## config.mk

```make
export PLATFORM = sky130hd
export DESIGN_NAME = snoop_bus_ctrl
export DESIGN_NICKNAME = d
export VERILOG_FILES = /design/src/rtl/snoop_bus_ctrl.sv
export SDC_FILE = /design/constraint.sdc
export NUM_CORES = 1
export LEC_CHECK = 0
export ABC_AREA = 1
export CORE_MARGIN = 4
export CORE_UTILIZATION = 55
export DETAILED_ROUTE_END_ITERATION = 6
export DONT_BUFFER_PORTS = 1
export PLACE_DENSITY = 0.7
export SLEW_MARGIN = 25
export SYNTH_ARGS = -nofsm -noshare
export SYNTH_HDL_FRONTEND = slang
export SYNTH_SLANG_ARGS = --single-unit
```

## constraint.sdc

```tcl
create_clock -name clk -period 2.91 [get_ports clk]
set_input_delay 0.291 -clock clk [delete_from_list [all_inputs] [get_ports clk]]
set_output_delay 0.291 -clock clk [all_outputs]
set_load 0.005 [all_outputs]
```

## src/rtl/snoop_bus_ctrl.sv

```systemverilog
// snoop_bus_ctrl: round-robin bus arbiter with snoop broadcast, sticky response collection and memory handshake.
// Define SNOOP_TIMEOUT_EN to build in the snoop timeout counter and the sticky snoop_to flag.
module snoop_bus_ctrl #(
    parameter int unsigned NCORES = 2,
    parameter int unsigned TO_CYC = 15
) (
    input  logic              clk,
    input  logic              reset,
    input  logic [NCORES-1:0] req,
    input  logic [NCORES-1:0] req_wr,
    input  logic [NCORES-1:0] req_inv,
    input  logic [NCORES-1:0] req_nodata,
    output logic [NCORES-1:0] gnt,
    output logic [NCORES-1:0] snoop_out,
    output logic              snoop_inv,
    input  logic [NCORES-1:0] snoop_hit_in,
    input  logic [NCORES-1:0] snoop_dirty_in,
    input  logic [NCORES-1:0] snoop_ready_in,
    output logic              mem_cs,
    output logic              mem_rd,
    output logic              mem_wr,
    input  logic              mem_ready,
    output logic [NCORES-1:0] done,
    output logic              shared,
    output logic              c2c,
    output logic              snoop_to
);
    localparam int unsigned       IW  = $clog2(NCORES);
    localparam logic [NCORES-1:0] ONE = {{(NCORES-1){1'b0}}, 1'b1};

    if (NCORES < 2 || NCORES > 8) begin : g_bad_ncores
        $error("snoop_bus_ctrl: NCORES must be 2..8");
    end
    if (TO_CYC < 1 || TO_CYC > 255) begin : g_bad_to_cyc
        $error("snoop_bus_ctrl: TO_CYC must be 1..255");
    end

    typedef enum logic [1:0] {IDLE, SNOOP, MEM, DONE} state_t;

    state_t            state_q;
    logic [IW-1:0]     owner_q, rr_q;
    logic              nodata_q;
    logic [NCORES-1:0] rdy_q, hit_q, dirty_q;
    logic [NCORES-1:0] gnt_q, snp_q, done_q;
    logic              snp_inv_q, mem_cs_q, mem_rd_q, mem_wr_q, shared_q, c2c_q;

    logic [IW-1:0]     pick_idx, cand;
    logic              pick_vld;
    logic [NCORES-1:0] pick_oh, own_mask, hit_eff, dirty_eff;
    logic              all_rdy, to_hit;

    always_comb begin
        pick_vld = 1'b0;
        pick_idx = '0;
        cand     = '0;
        for (int unsigned i = 0; i < NCORES; i++) begin
            cand = IW'((32'(rr_q) + i) % NCORES);
            if (!pick_vld && req[cand]) begin
                pick_vld = 1'b1;
                pick_idx = cand;
            end
        end
    end

    assign pick_oh  = ONE << pick_idx;
    assign own_mask = ONE << owner_q;
    assign all_rdy  = &(rdy_q | own_mask);
    // Cores that never became ready are treated as miss/clean.
    assign hit_eff   = hit_q & rdy_q & ~own_mask;
    assign dirty_eff = dirty_q & rdy_q & ~own_mask;

`ifdef SNOOP_TIMEOUT_EN
    logic [7:0] to_cnt_q;
    logic       snoop_to_q;

    assign to_hit = (state_q == SNOOP) && !all_rdy && (to_cnt_q == 8'(TO_CYC - 1));

    always_ff @(posedge clk or negedge reset) begin
        if (!reset) begin
            to_cnt_q   <= '0;
            snoop_to_q <= 1'b0;
        end else begin
            to_cnt_q <= (state_q == SNOOP) ? to_cnt_q + 8'd1 : '0;
            if (to_hit) snoop_to_q <= 1'b1;
        end
    end

    assign snoop_to = snoop_to_q;
`else
    assign to_hit   = 1'b0;
    assign snoop_to = 1'b0;
`endif

    always_ff @(posedge clk or negedge reset) begin
        if (!reset) begin
            state_q   <= IDLE;
            owner_q   <= '0;
            rr_q      <= '0;
            nodata_q  <= 1'b0;
            rdy_q     <= '0;
            hit_q     <= '0;
            dirty_q   <= '0;
            gnt_q     <= '0;
            snp_q     <= '0;
            done_q    <= '0;
            snp_inv_q <= 1'b0;
            mem_cs_q  <= 1'b0;
            mem_rd_q  <= 1'b0;
            mem_wr_q  <= 1'b0;
            shared_q  <= 1'b0;
            c2c_q     <= 1'b0;
        end else begin
            done_q <= '0;
            case (state_q)
                IDLE: begin
                    if (pick_vld) begin
                        owner_q  <= pick_idx;
                        gnt_q    <= pick_oh;
                        nodata_q <= req_nodata[pick_idx];
                        rdy_q    <= '0;
                        hit_q    <= '0;
                        dirty_q  <= '0;
                        if (req_wr[pick_idx]) begin
                            state_q  <= MEM;
                            mem_cs_q <= 1'b1;
                            mem_wr_q <= 1'b1;
                        end else begin
                            state_q   <= SNOOP;
                            snp_q     <= ~pick_oh;
                            snp_inv_q <= req_inv[pick_idx];
                        end
                    end
                end
                SNOOP: begin
                    // Collection stops in the exit cycle so later stages see a frozen response set.
                    if (all_rdy || to_hit) begin
                        snp_q     <= '0;
                        snp_inv_q <= 1'b0;
                        if (nodata_q || (|dirty_eff)) begin
                            state_q  <= DONE;
                            done_q   <= gnt_q;
                            shared_q <= |hit_eff;
                            c2c_q    <= !nodata_q;
                        end else begin
                            state_q  <= MEM;
                            mem_cs_q <= 1'b1;
                            mem_rd_q <= 1'b1;
                        end
                    end else begin
                        rdy_q   <= rdy_q   | (snoop_ready_in & ~own_mask);
                        hit_q   <= hit_q   | (snoop_hit_in   & ~own_mask);
                        dirty_q <= dirty_q | (snoop_dirty_in & ~own_mask);
                    end
                end
                MEM: begin
                    if (mem_ready) begin
                        state_q  <= DONE;
                        mem_cs_q <= 1'b0;
                        mem_rd_q <= 1'b0;
                        mem_wr_q <= 1'b0;
                        done_q   <= gnt_q;
                        shared_q <= |hit_eff;
                    end
                end
                DONE: begin
                    state_q  <= IDLE;
                    gnt_q    <= '0;
                    shared_q <= 1'b0;
                    c2c_q    <= 1'b0;
                    rr_q     <= (owner_q == IW'(NCORES - 1)) ? '0 : owner_q + 1'b1;
                end
                default: state_q <= IDLE;
            endcase
        end
    end

    assign gnt       = gnt_q;
    assign snoop_out = snp_q;
    assign snoop_inv = snp_inv_q;
    assign mem_cs    = mem_cs_q;
    assign mem_rd    = mem_rd_q;
    assign mem_wr    = mem_wr_q;
    assign done      = done_q;
    assign shared    = shared_q;
    assign c2c       = c2c_q;
endmodule

```

==> results.md <==
- Status: completed
- Floorplan core area: 2210 sq um
- Critical path data required time: 3.11 ns
- Cells after DPL: 192
- Largest net degree at the start of global routing: 24
- PwrDens: 1140 nW/um^2
- Die width: 56.0 um
- Setup Buffers After CTS: 0
- Clock root buffer: clkbuf_4
- Maximum VDD drop: 584 uV
- CTS tree: done
- Slowest Stage Delay on Critical Path: 0.44 ns
- Post-Syn Instances: 166
- Final period util: 61.9%
- Die ar.: 3140 sq um
- Syn-to-layout area delta: 5.03%
- Max_slew headroom: 66.1%
- Crit-path slowest cell: dfrtp_1
- Final Wtd Congestion: 0.883
- Starting density of the core: 57.3%
- Max FO, Critical Path: 7
- # DRC: 0
- Actual slew at the worst max-slew pin: 0.508 ns
- First-pass GRT wire length: 4690 um
- Syn avg cell area: 7.64 sq um
- Max cap viols: 0
- IO Pins: 30
- Final #Nets: 193
- Drt total wl: 2720 um
- Yosys cell types: 22
- Fin. max-slew vios: 0
- Initial antenna violation count: 0
- Setup Skew: 0.00918 ns
- Setup TNS: 0 ns
- Sequential element share of the synthesized area: 45.4%
- Row cnt: 17
- Worst setup path class: flop to flop
- CTS clk-pin slew, worst paths: 0.13 ns
- Unrepaired setup endpoints after global routing: no
- Setup ws final: 1.11 ns
- TritonCTS Buffers: 3
- DR vias/cell: 5.40
- Final Hold Viols: 0
- Die Ht: 56.0 um
- Pleak: 0.000702 uW
- Period minus WS final: 1.80 ns
- Critical Path Start Type: flop
- Fin cells: 198
- Yosys warns: 0
- Fin Hold WS: 0.107 ns
- Crit path DAT: 2.00 ns
- Remaining antenna violation count: 0
- Fmax achieved: 555 MHz
- Most frequent CP cell: inv_1
- CTS HTree Levels: 1
- Vias in the first global route: 1082
- Initial DRC count: 48
- Share of layout cells above drive strength 1: 6.47%
- Mapped Area: 1270 sq um
- CTS sink count: 23
- Dpl hpwl: 2070 um
- Place WS: 1.18 ns
- Finished Core Util: 60.2%
- Setup crit end kind: flop
- Clock latency at the later pin of the worst-skew pair: 0.32 ns
- Flops & latches, synth: 23
- # port buffers: 0
- Clock buffer depth: 2
- Sequence of cells on the critical path: inv_1, ha_1, inv_1, nor2_1, a21oi_4, nand3_1, a21oi_1
- DR WL/cell: 13.8 um
- Setup Viol. Count Final: 0
- Overall Global Routing Usage: 18.7%
- Vias: 1069
- Hold Path Class: input pin to flop
- DRT Pass-1 Iters: 4
- Diodes inserted: 0
- Grt total ovfl: 0
- Syn_nets: 188
==> worst paths after layout <==
check / to / slack (ns) / cells past startpoint / startpoint
min in group asynchronous: state_q[1]$_DFFE_PN0P_ / 0.46 / 2 / reset
hold / removal: nodata_q$_DFFE_PN0P_ / 0.11 / 2 / req_nodata[1]
max in group asynchronous: nodata_q$_DFFE_PN0P_ / 2.10 / 2 / reset
setup reg to reg: hit_q[0]$_DFFE_PN0P_ / 1.11 / 7 / state_q[0]$_DFFE_PN0P_
hold reg to reg: rr_q$_DFFE_PN0P_ / 0.50 / 2 / rr_q$_DFFE_PN0P_
setup / recovery: hit_q[0]$_DFFE_PN0P_ / 1.11 / 7 / state_q[0]$_DFFE_PN0P_
==> cells in the final DEF, fill, tap and decap left out, types with 2 or more instances in the layout <==
master / instances
a21oi_1: 12
clkbuf_4: 3
nor2_1: 9
o21ai_0: 4
nand3_1: 20
o21ai_1: 4
inv_2: 2
inv_1: 24
o22ai_1: 2
dfrtp_1: 23
nand4_1: 3
nand2_1: 48
ha_1: 5
==> what timing repair did <==
item / CTS / global route
hold buffers: 1 / 1
resized for setup: 0 / 0
endpoints found under the hold margin: 23 / 23
==> Yosys cell counts, drive strengths merged <==
| cell | n | area (sq um) |
|---|---|---|
| nand2 | 49 | 186 |
| a21boi | 1 | 7.51 |
| nor2 | 10 | 40.0 |
| inv | 26 | 97.6 |
| dfrtp | 23 | 576 |
| a21oi | 13 | 76.3 |
| o21ai | 8 | 40.0 |
| o22ai | 2 | 12.5 |
| conb | 1 | 3.75 |
| buf | 2 | 12.5 |
| ha | 5 | 62.6 |
| a31oi | 1 | 6.26 |
| nand3 | 22 | 128 |
| nand4 | 3 | 18.8 |
==> final cells by class <==
| class | count | area, sq um |
|---|---|---|
| Sequential cell | 23 | 576 |
| Tap cell | 28 | 35.0 |
| Clock buffer | 4 | 26.3 |
| Fill cell | 209 | 881 |
| Multi-Input combinational cell | 115 | 582 |
| Timing Repair Buffer | 2 | 15.0 |
| Inverter | 26 | 97.6 |
==> layer usage <==
metal  vias up  routed length [um]  global-route usage, %
li1        539                   -                      -
met1       482                1220                   25.3
met2        42                1200                   28.2
met3         6                 230                   3.25
met4         0                  69                   10.2
met5         -                   0                      0
==> where the power goes <==
part	total (uW)	switching, uW	internal (uW)	leakage [uW]
Clock	153	99.2	53.7	0.0000150
Sequential	570	111	459	0.000289
Combinational	792	521	271	0.000399
==> state kept, by name (all words and copies together) (netlist names) <==
name       cells
c2c            1
dirty_q        2
done           2
gnt            2
hit_q          2
mem_cs         1
mem_rd         1
mem_wr         1
nodata_q       1
owner_q        1
rdy_q          2
rr_q           1
shared         1
snoop_inv      1
snoop_out      2
state_q        2
==> critical path: cells and delay by family, from the launching register on <==
kind / cells / cell delay, ns
AOI/OAI and AO/OA: 2 / 0.16
adders and majority gates: 1 / 0.31
DFF: 1 / 0.44
buffers and inverters: 2 / 0.31
and+or+nand+nor: 2 / 0.45
==> per-stage QoR <==
stage               total power, uW  cell area, sq um
floorplan                      1190              1270
global placement               1330              1290
detailed placement             1350              1290
CTS                            1510              1330
global route                   1680              1330
finish                         1510              1330
==> logic make-up after synthesis <==
logic type                 after synthesis  share of synthesized area (%)
and+or+nand+nor                         84                           29.4
DFF                                     23                           45.4
buffers and inverters                   28                           8.69
other                                    1                          0.296
adders and majority gates                5                           4.94
AOI/OAI and AO/OA                       25                           11.3
No activity file was read; power rests on OpenSTA's default activity.
